--- src/rtl/butterfly_r2_cfg.sv ---
// Radix-2 DIT butterfly A' = A + W*B, B' = A - W*B with per-transaction inverse/scale,
// output saturation with a sticky overflow flag and a stall-on-backpressure pipeline.
module butterfly_r2_cfg #(
  parameter int unsigned WIDTH    = 16,
  parameter int unsigned TWID_W   = 16,
  parameter int unsigned OUT_W    = WIDTH + 2,
  parameter int unsigned MULT_LAT = 3
) (
  input  logic                   clk,
  input  logic                   rst_n,
  input  logic                   s_axis_tvalid,
  output logic                   s_axis_tready,
  input  logic                   s_axis_tlast,
  output logic                   m_axis_tvalid,
  input  logic                   m_axis_tready,
  output logic                   m_axis_tlast,
  input  logic [0:3][WIDTH-1:0]  data_i,
  input  logic [0:1][TWID_W-1:0] twiddle_i,
  input  logic                   inv_i,
  input  logic                   scale_i,
  input  logic                   clr_ovf_i,
  output logic [0:3][OUT_W-1:0]  data_o,
  output logic                   ovf_o
);

  localparam int unsigned TW1 = TWID_W + 1;
  localparam int unsigned PW  = WIDTH + TWID_W + 1;
  localparam int unsigned PW1 = PW + 1;
  localparam int unsigned SW  = WIDTH + 2;
  localparam int unsigned SW1 = SW + 1;
  localparam int unsigned LI  = MULT_LAT - 1;

  localparam logic signed [PW:0] RndK = PW1'(1) << (TWID_W - 2);

  if (MULT_LAT < 1 || MULT_LAT > 4) begin : g_bad_mult_lat
    $error("butterfly_r2_cfg: MULT_LAT must be in 1..4");
  end

  // ---------------------------------------------------------------------------
  // Handshake / global enable
  // ---------------------------------------------------------------------------
  logic en;
  logic rdy_q;
  logic accept;
  logic out_vld_q;
  logic out_last_q;
  logic [0:3][OUT_W-1:0] out_data_q;
  logic ovf_q, ovf_d;

  assign en            = !out_vld_q || m_axis_tready;
  assign s_axis_tready = en && rdy_q;
  assign accept        = s_axis_tvalid && s_axis_tready;

  assign m_axis_tvalid = out_vld_q;
  assign m_axis_tlast  = out_last_q;
  assign data_o        = out_data_q;
  assign ovf_o         = ovf_q;

  // ---------------------------------------------------------------------------
  // S0: input register
  // ---------------------------------------------------------------------------
  logic                   s0_vld_q, s0_last_q, s0_inv_q, s0_scale_q;
  logic [0:3][WIDTH-1:0]  s0_data_q;
  logic [0:1][TWID_W-1:0] s0_tw_q;

  always_ff @(posedge clk or negedge rst_n) begin
    if (!rst_n) begin
      rdy_q      <= 1'b0;
      s0_vld_q   <= 1'b0;
      s0_last_q  <= 1'b0;
      s0_inv_q   <= 1'b0;
      s0_scale_q <= 1'b0;
      s0_data_q  <= '0;
      s0_tw_q    <= '0;
    end else begin
      rdy_q <= 1'b1;
      if (en) begin
        s0_vld_q   <= accept;
        s0_last_q  <= s_axis_tlast;
        s0_inv_q   <= inv_i;
        s0_scale_q <= scale_i;
        s0_data_q  <= data_i;
        s0_tw_q    <= twiddle_i;
      end
    end
  end

  // ---------------------------------------------------------------------------
  // M1: partial products of B * Wc; conj(W) is formed one bit wider so -min is exact
  // ---------------------------------------------------------------------------
  logic signed [WIDTH-1:0] b_re, b_im;
  logic signed [TWID_W:0]  wc_re, wc_im;
  logic [3:0][PW-1:0]      prod;

  always_comb begin
    b_re  = $signed(s0_data_q[2]);
    b_im  = $signed(s0_data_q[3]);
    wc_re = TW1'($signed(s0_tw_q[0]));
    wc_im = TW1'($signed(s0_tw_q[1]));
    if (s0_inv_q) begin
      wc_im = -wc_im;
    end
    // [0]=Bre*Wre, [1]=Bim*Wim, [2]=Bre*Wim, [3]=Bim*Wre
    prod[0] = PW'(b_re) * PW'(wc_re);
    prod[1] = PW'(b_im) * PW'(wc_im);
    prod[2] = PW'(b_re) * PW'(wc_im);
    prod[3] = PW'(b_im) * PW'(wc_re);
  end

  // M1..M_MULT_LAT: products plus the A operand and sidebands travel together
  logic [MULT_LAT-1:0]                 m_vld_q, m_last_q, m_scale_q;
  logic [MULT_LAT-1:0][3:0][PW-1:0]    m_prod_q;
  logic [MULT_LAT-1:0][1:0][WIDTH-1:0] m_a_q;

  always_ff @(posedge clk or negedge rst_n) begin
    if (!rst_n) begin
      m_vld_q   <= '0;
      m_last_q  <= '0;
      m_scale_q <= '0;
      m_prod_q  <= '0;
      m_a_q     <= '0;
    end else if (en) begin
      m_vld_q[0]   <= s0_vld_q;
      m_last_q[0]  <= s0_last_q;
      m_scale_q[0] <= s0_scale_q;
      m_prod_q[0]  <= prod;
      m_a_q[0][0]  <= s0_data_q[0];
      m_a_q[0][1]  <= s0_data_q[1];
      for (int i = 1; i < int'(MULT_LAT); i++) begin
        m_vld_q[i]   <= m_vld_q[i-1];
        m_last_q[i]  <= m_last_q[i-1];
        m_scale_q[i] <= m_scale_q[i-1];
        m_prod_q[i]  <= m_prod_q[i-1];
        m_a_q[i]     <= m_a_q[i-1];
      end
    end
  end

  // ---------------------------------------------------------------------------
  // SA: round W*B back to data scale (half up), then add/subtract
  // ---------------------------------------------------------------------------
  logic signed [PW:0]   p_re_w, p_im_w;
  logic signed [SW-1:0] p_re, p_im, a_re, a_im;
  logic [3:0][SW-1:0]   sa_d;

  always_comb begin
    p_re_w  = PW1'($signed(m_prod_q[LI][0])) - PW1'($signed(m_prod_q[LI][1])) + RndK;
    p_im_w  = PW1'($signed(m_prod_q[LI][2])) + PW1'($signed(m_prod_q[LI][3])) + RndK;
    p_re    = SW'(p_re_w >>> (TWID_W - 1));
    p_im    = SW'(p_im_w >>> (TWID_W - 1));
    a_re    = SW'($signed(m_a_q[LI][0]));
    a_im    = SW'($signed(m_a_q[LI][1]));
    sa_d[0] = a_re + p_re;
    sa_d[1] = a_im + p_im;
    sa_d[2] = a_re - p_re;
    sa_d[3] = a_im - p_im;
  end

  logic               sa_vld_q, sa_last_q, sa_scale_q;
  logic [3:0][SW-1:0] sa_q;

  always_ff @(posedge clk or negedge rst_n) begin
    if (!rst_n) begin
      sa_vld_q   <= 1'b0;
      sa_last_q  <= 1'b0;
      sa_scale_q <= 1'b0;
      sa_q       <= '0;
    end else if (en) begin
      sa_vld_q   <= m_vld_q[LI];
      sa_last_q  <= m_last_q[LI];
      sa_scale_q <= m_scale_q[LI];
      sa_q       <= sa_d;
    end
  end

  // ---------------------------------------------------------------------------
  // SR: optional /2 (round half up), saturate to OUT_W
  // ---------------------------------------------------------------------------
  logic signed [SW:0]    sc [4];
  logic [3:0]            clamp;
  logic [0:3][OUT_W-1:0] data_d;

  always_comb begin
    for (int k = 0; k < 4; k++) begin
      sc[k] = SW1'($signed(sa_q[k]));
      if (sa_scale_q) begin
        sc[k] = (sc[k] + SW1'(1)) >>> 1;
      end
    end
  end

  if (OUT_W < SW) begin : g_sat
    localparam logic signed [SW:0] SatMax = SW1'((1 << (OUT_W - 1)) - 1);
    localparam logic signed [SW:0] SatMin = SW1'(-(1 << (OUT_W - 1)));

    always_comb begin
      clamp  = '0;
      data_d = '0;
      for (int k = 0; k < 4; k++) begin
        data_d[k] = OUT_W'(sc[k]);
        if (sc[k] > SatMax) begin
          data_d[k] = OUT_W'(SatMax);
          clamp[k]  = 1'b1;
        end else if (sc[k] < SatMin) begin
          data_d[k] = OUT_W'(SatMin);
          clamp[k]  = 1'b1;
        end
      end
    end
  end else begin : g_no_sat
    always_comb begin
      clamp  = '0;
      data_d = '0;
      for (int k = 0; k < 4; k++) begin
        data_d[k] = OUT_W'(sc[k]);
      end
    end
  end

  // A set in the same cycle as a clear wins
  always_comb begin
    ovf_d = ovf_q;
    if (en && sa_vld_q && (|clamp)) begin
      ovf_d = 1'b1;
    end else if (clr_ovf_i) begin
      ovf_d = 1'b0;
    end
  end

  always_ff @(posedge clk or negedge rst_n) begin
    if (!rst_n) begin
      out_vld_q  <= 1'b0;
      out_last_q <= 1'b0;
      out_data_q <= '0;
      ovf_q      <= 1'b0;
    end else begin
      ovf_q <= ovf_d;
      if (en) begin
        out_vld_q  <= sa_vld_q;
        out_last_q <= sa_last_q;
        out_data_q <= data_d;
      end
    end
  end

endmodule
--- config.mk ---
export PLATFORM = sky130hd
export DESIGN_NAME = butterfly_r2_cfg
export DESIGN_NICKNAME = d
export VERILOG_FILES = /design/src/rtl/butterfly_r2_cfg.sv
export SDC_FILE = /design/constraint.sdc
export NUM_CORES = 2
export LEC_CHECK = 0
export CORE_MARGIN = 4
export CORE_UTILIZATION = 35
export DETAILED_ROUTE_END_ITERATION = 8
export HOLD_SLACK_MARGIN = 0.15
export PLACE_DENSITY = 0.61
export SLEW_MARGIN = 30
export SYNTH_ARGS = -nofsm -noshare
export SYNTH_HDL_FRONTEND = slang
export SYNTH_SLANG_ARGS = --single-unit
--- constraint.sdc ---
create_clock -name clk -period 20.6 [get_ports clk]
set_input_delay 2.06 -clock clk [delete_from_list [all_inputs] [get_ports clk]]
set_output_delay 2.06 -clock clk [all_outputs]
set_load 0.005 [all_outputs]
==> results.sh <==
export IMPL_routedLengthMet1_mm=88.81
export IMPL_top_level_ports=180
export IMPL_grt_antenna_before_repair=10
export IMPL_slowest_stage="sky130_fd_sc_hd__fa_1"
export IMPL_cts_tree="yes"
export IMPL_post_route_cells_drive_above_1_share=0.03225
export IMPL_ys_flop_type="sky130_fd_sc_hd__dfrtp_1"
export IMPL_synth_edf_count=0
export IMPL_die_h_um=471.4
export IMPL_critPathMaxStageDelay_ps=550
export IMPL_rows=169
export IMPL_finalHoldViolations=0
export IMPL_grt_max_degree=239
export IMPL_synth_compound_gate_area_share=0.07164
export IMPL_synthDominantAreaCellType="sky130_fd_sc_hd__fa_1"
export IMPL_crit_required_ps=21150
export IMPL_yosysSeqAreaShare=0.2473
export IMPL_synth_xor_xnor_area_share=0.03053
export IMPL_grt_remaining_overflow=0
export IMPL_finalWeightedCongestion=0.8564
export IMPL_cts_sink_count=743
export IMPL_dr_wl_met3_mm=12.74
export IMPL_ys_async_sr_fraction=1.000
export IMPL_detail_route_drc_violations=0
export IMPL_top_layer="met5"
export IMPL_netlist_area_leader_share=0.2876
export IMPL_syn_avg_cell_area_um2=8.829
export IMPL_period_share=0.4641
export IMPL_timing_max_transition_violations_final=0
export IMPL_tightest_slew_ps=1045
export IMPL_synth_net_count=10230
export IMPL_min_path_type="reg2reg"
export IMPL_io_buffers=177
export IMPL_area_growth_pct=10.17
export IMPL_fin_tns_setup_ps=0
export IMPL_critPathArrivalTime_ps=10110
export IMPL_drt_pass1_iter_count=6
export IMPL_initial_utilization=0.3530
export IMPL_post_synth_fa_ha_maj_area_fraction=0.3757
export IMPL_kind_of_launch_point_of_the_worst_setup_path="flop"
export IMPL_antenna_violating_nets_post_route=0
export IMPL_grt_setup_unrepaired="false"
export IMPL_crit_path_max_fanout=31
export IMPL_synthTopCellsByCount="sky130_fd_sc_hd__nand2_1, sky130_fd_sc_hd__inv_1, sky130_fd_sc_hd__fa_1"
export IMPL_post_dp_hpwl_mm=142.3
export IMPL_placed_cells_incl_taps=11190
export IMPL_grt_first_pass_wirelength_mm=313.5
export IMPL_max_cap_violations=0
export IMPL_core_area_um2=212900
export IMPL_clock_skew_ps=89.91
export IMPL_drt_iter0_drc=4038
export IMPL_worstSkewPairLatency_ps=750
export IMPL_cts_resized=0
export IMPL_postCtsSetupRepairBufs=0
export IMPL_post_synthesis_instance_area_um2=75170
export IMPL_ctsRootBufferMaster="sky130_fd_sc_hd__clkbuf_16"
export IMPL_post_synth_mux_area_share=0.001215
export IMPL_dieWidth_um=471.4
export IMPL_grt_use_total=0.1748
export IMPL_period_minus_slack_ps=9560
export IMPL_maxClockFrequency_mhz=104.6
export IMPL_synth_cells=8514
export IMPL_routed_via_density=4.864
export IMPL_final_nets=10170
export IMPL_h_tree_depth=3
export IMPL_fillerInstances=21030
export IMPL_most_frequent_cell_on_the_critical_path="sky130_fd_sc_hd__fa_1"
export IMPL_yosys_area_share_simple=0.1864
export IMPL_timing_critical_path_to_type="flop"
export IMPL_run_status="finished, final reports clean"
export IMPL_routed_via_count=55220
export IMPL_ctsHoldBuffers=0
export IMPL_layout_cell_area_non_filler_um2=82820
export IMPL_setup_worst_path_class="reg2reg"
export IMPL_ys_ff_latch=743
export IMPL_synth_area_leaders="sky130_fd_sc_hd__fa_1, sky130_fd_sc_hd__dfrtp_1, sky130_fd_sc_hd__nand2_1, sky130_fd_sc_hd__ha_1, sky130_fd_sc_hd__inv_1"
export IMPL_finalHoldWorstSlack_ps=409.6
export IMPL_grt_pass1_vias=56610
export IMPL_relative_slew_slack=0.3029
export IMPL_met2RoutedLength_mm=84.85
export IMPL_layout_cells_non_filler=11350
export IMPL_setup_viol_count_final=0
export IMPL_synth_most_common_cell="sky130_fd_sc_hd__nand2_1"
export IMPL_cts_buffers_inserted=86
export IMPL_clock_path_buffers=3
export IMPL_drt_total_wl_mm=192.9
export IMPL_worst_setup_hold_path_clk_slew_ps=70
export IMPL_post_synth_num_cell_types=75
export IMPL_synth_top_family_by_area="adder cells"
export IMPL_post_drt_wl_per_cell_um=16.99
export IMPL_postPlaceCellArea_um2=79740
export IMPL_ys_warnings_count=0
export IMPL_floorplan_die_area_um2=222300
metrics by stage:
| step | util | setup slack (ps) |
|---|---|---|
| 3_5_place_dp | 0.3745 | 11110 |
| 5_1_grt | 0.3889 | 10590 |
| 4_1_cts | 0.3883 | 11100 |
| 3_3_place_gp | 0.3745 | 11190 |
| 2_1_floorplan | - | 12930 |
| 6_report | 0.3889 | 11040 |
flip-flops by register name (all words and copies together) (netlist names), 3 cells and up:
register and flops:
m_a_q 64, s0_data_q 32, sa_q 70, a_im 16
data_o 72, s0_tw_q 32, m_prod_q 390, b_re 16
m_vld_q 3, a_re 16, m_last_q 3, b_im 16
m_scale_q 3
metal layers:
layer / vias up / track usage
li1: 25790 / -
met1: 27670 / 0.2494
met2: 1453 / 0.2681
met3: 292 / 0.03486
met4: 14 / 0.05341
met5: - / 0
final timing paths:
check / from / end / slack [ps] / cells after the start
max: s0_tw_q[0] / m_prod_q[95] / 11040 / 30
min: m_a_q[21] / m_a_q[53] / 410 / 2
max reg2reg: s0_tw_q[0] / m_prod_q[95] / 11040 / 30
min reg2reg: m_a_q[21] / m_a_q[53] / 410 / 2
max in group asynchronous: rst_n / b_re[11] / 16540 / 5
min in group asynchronous: rst_n / s0_data_q[54] / 1240 / 1
placed cells by master (no fill, tap or decap), drive strengths merged, types with 6 or more instances in the layout:
cell type	instances
fa	1080
nand2	2200
and2	419
o41ai	9
a211o	8
buf	87
o211ai	6
a31oi	25
nor2b	48
o21bai	36
diode	6
nand3	49
o21ai	244
o21a	33
dfrtp	743
nor4	8
and3	31
ha	529
a211oi	23
and4	12
clkdlybuf4s50	176
a21oi	304
a21o	94
inv	1336
nand2b	58
xnor2	176
nor2	321
mux2i	8
or2	14
or3	15
nor3	54
xor2	86
nand4	23
clkbuf	127
clkinv	18
o31ai	50
cell families after synthesis:
family / Yosys count
simple gates: 3262
mux: 9
other cells: 2
compound gates: 885
fa+ha+maj: 1609
buf+inv: 1742
flops: 743
xor+xnor: 262
area by class of cell:
class | count | area, um^2 | share of cell area
inverter | 1334 | 5007 | 0.06046
timing repair buffer | 263 | 2564 | 0.03096
clock buffer | 127 | 2466 | 0.02978
tap | 2821 | 3530 | 0.04262
sequential | 743 | 18600 | 0.2246
clock inverter | 30 | 474.2 | 0.005726
antenna | 6 | 15.01 | 0.0001813
multi-input combinational | 6029 | 50160 | 0.6056
critical path: cells and delay by family, from the launching register on:
kind | cells | cell delay [ps]
fa+ha+maj | 7 | 3430
simple gates | 11 | 2600
compound gates | 5 | 1570
buf+inv | 5 | 870
xor+xnor | 2 | 590
flops | 1 | 370
Power is not shown: default switching activity piles up to over one toggle a cycle in this logic, so the estimate is an artifact.
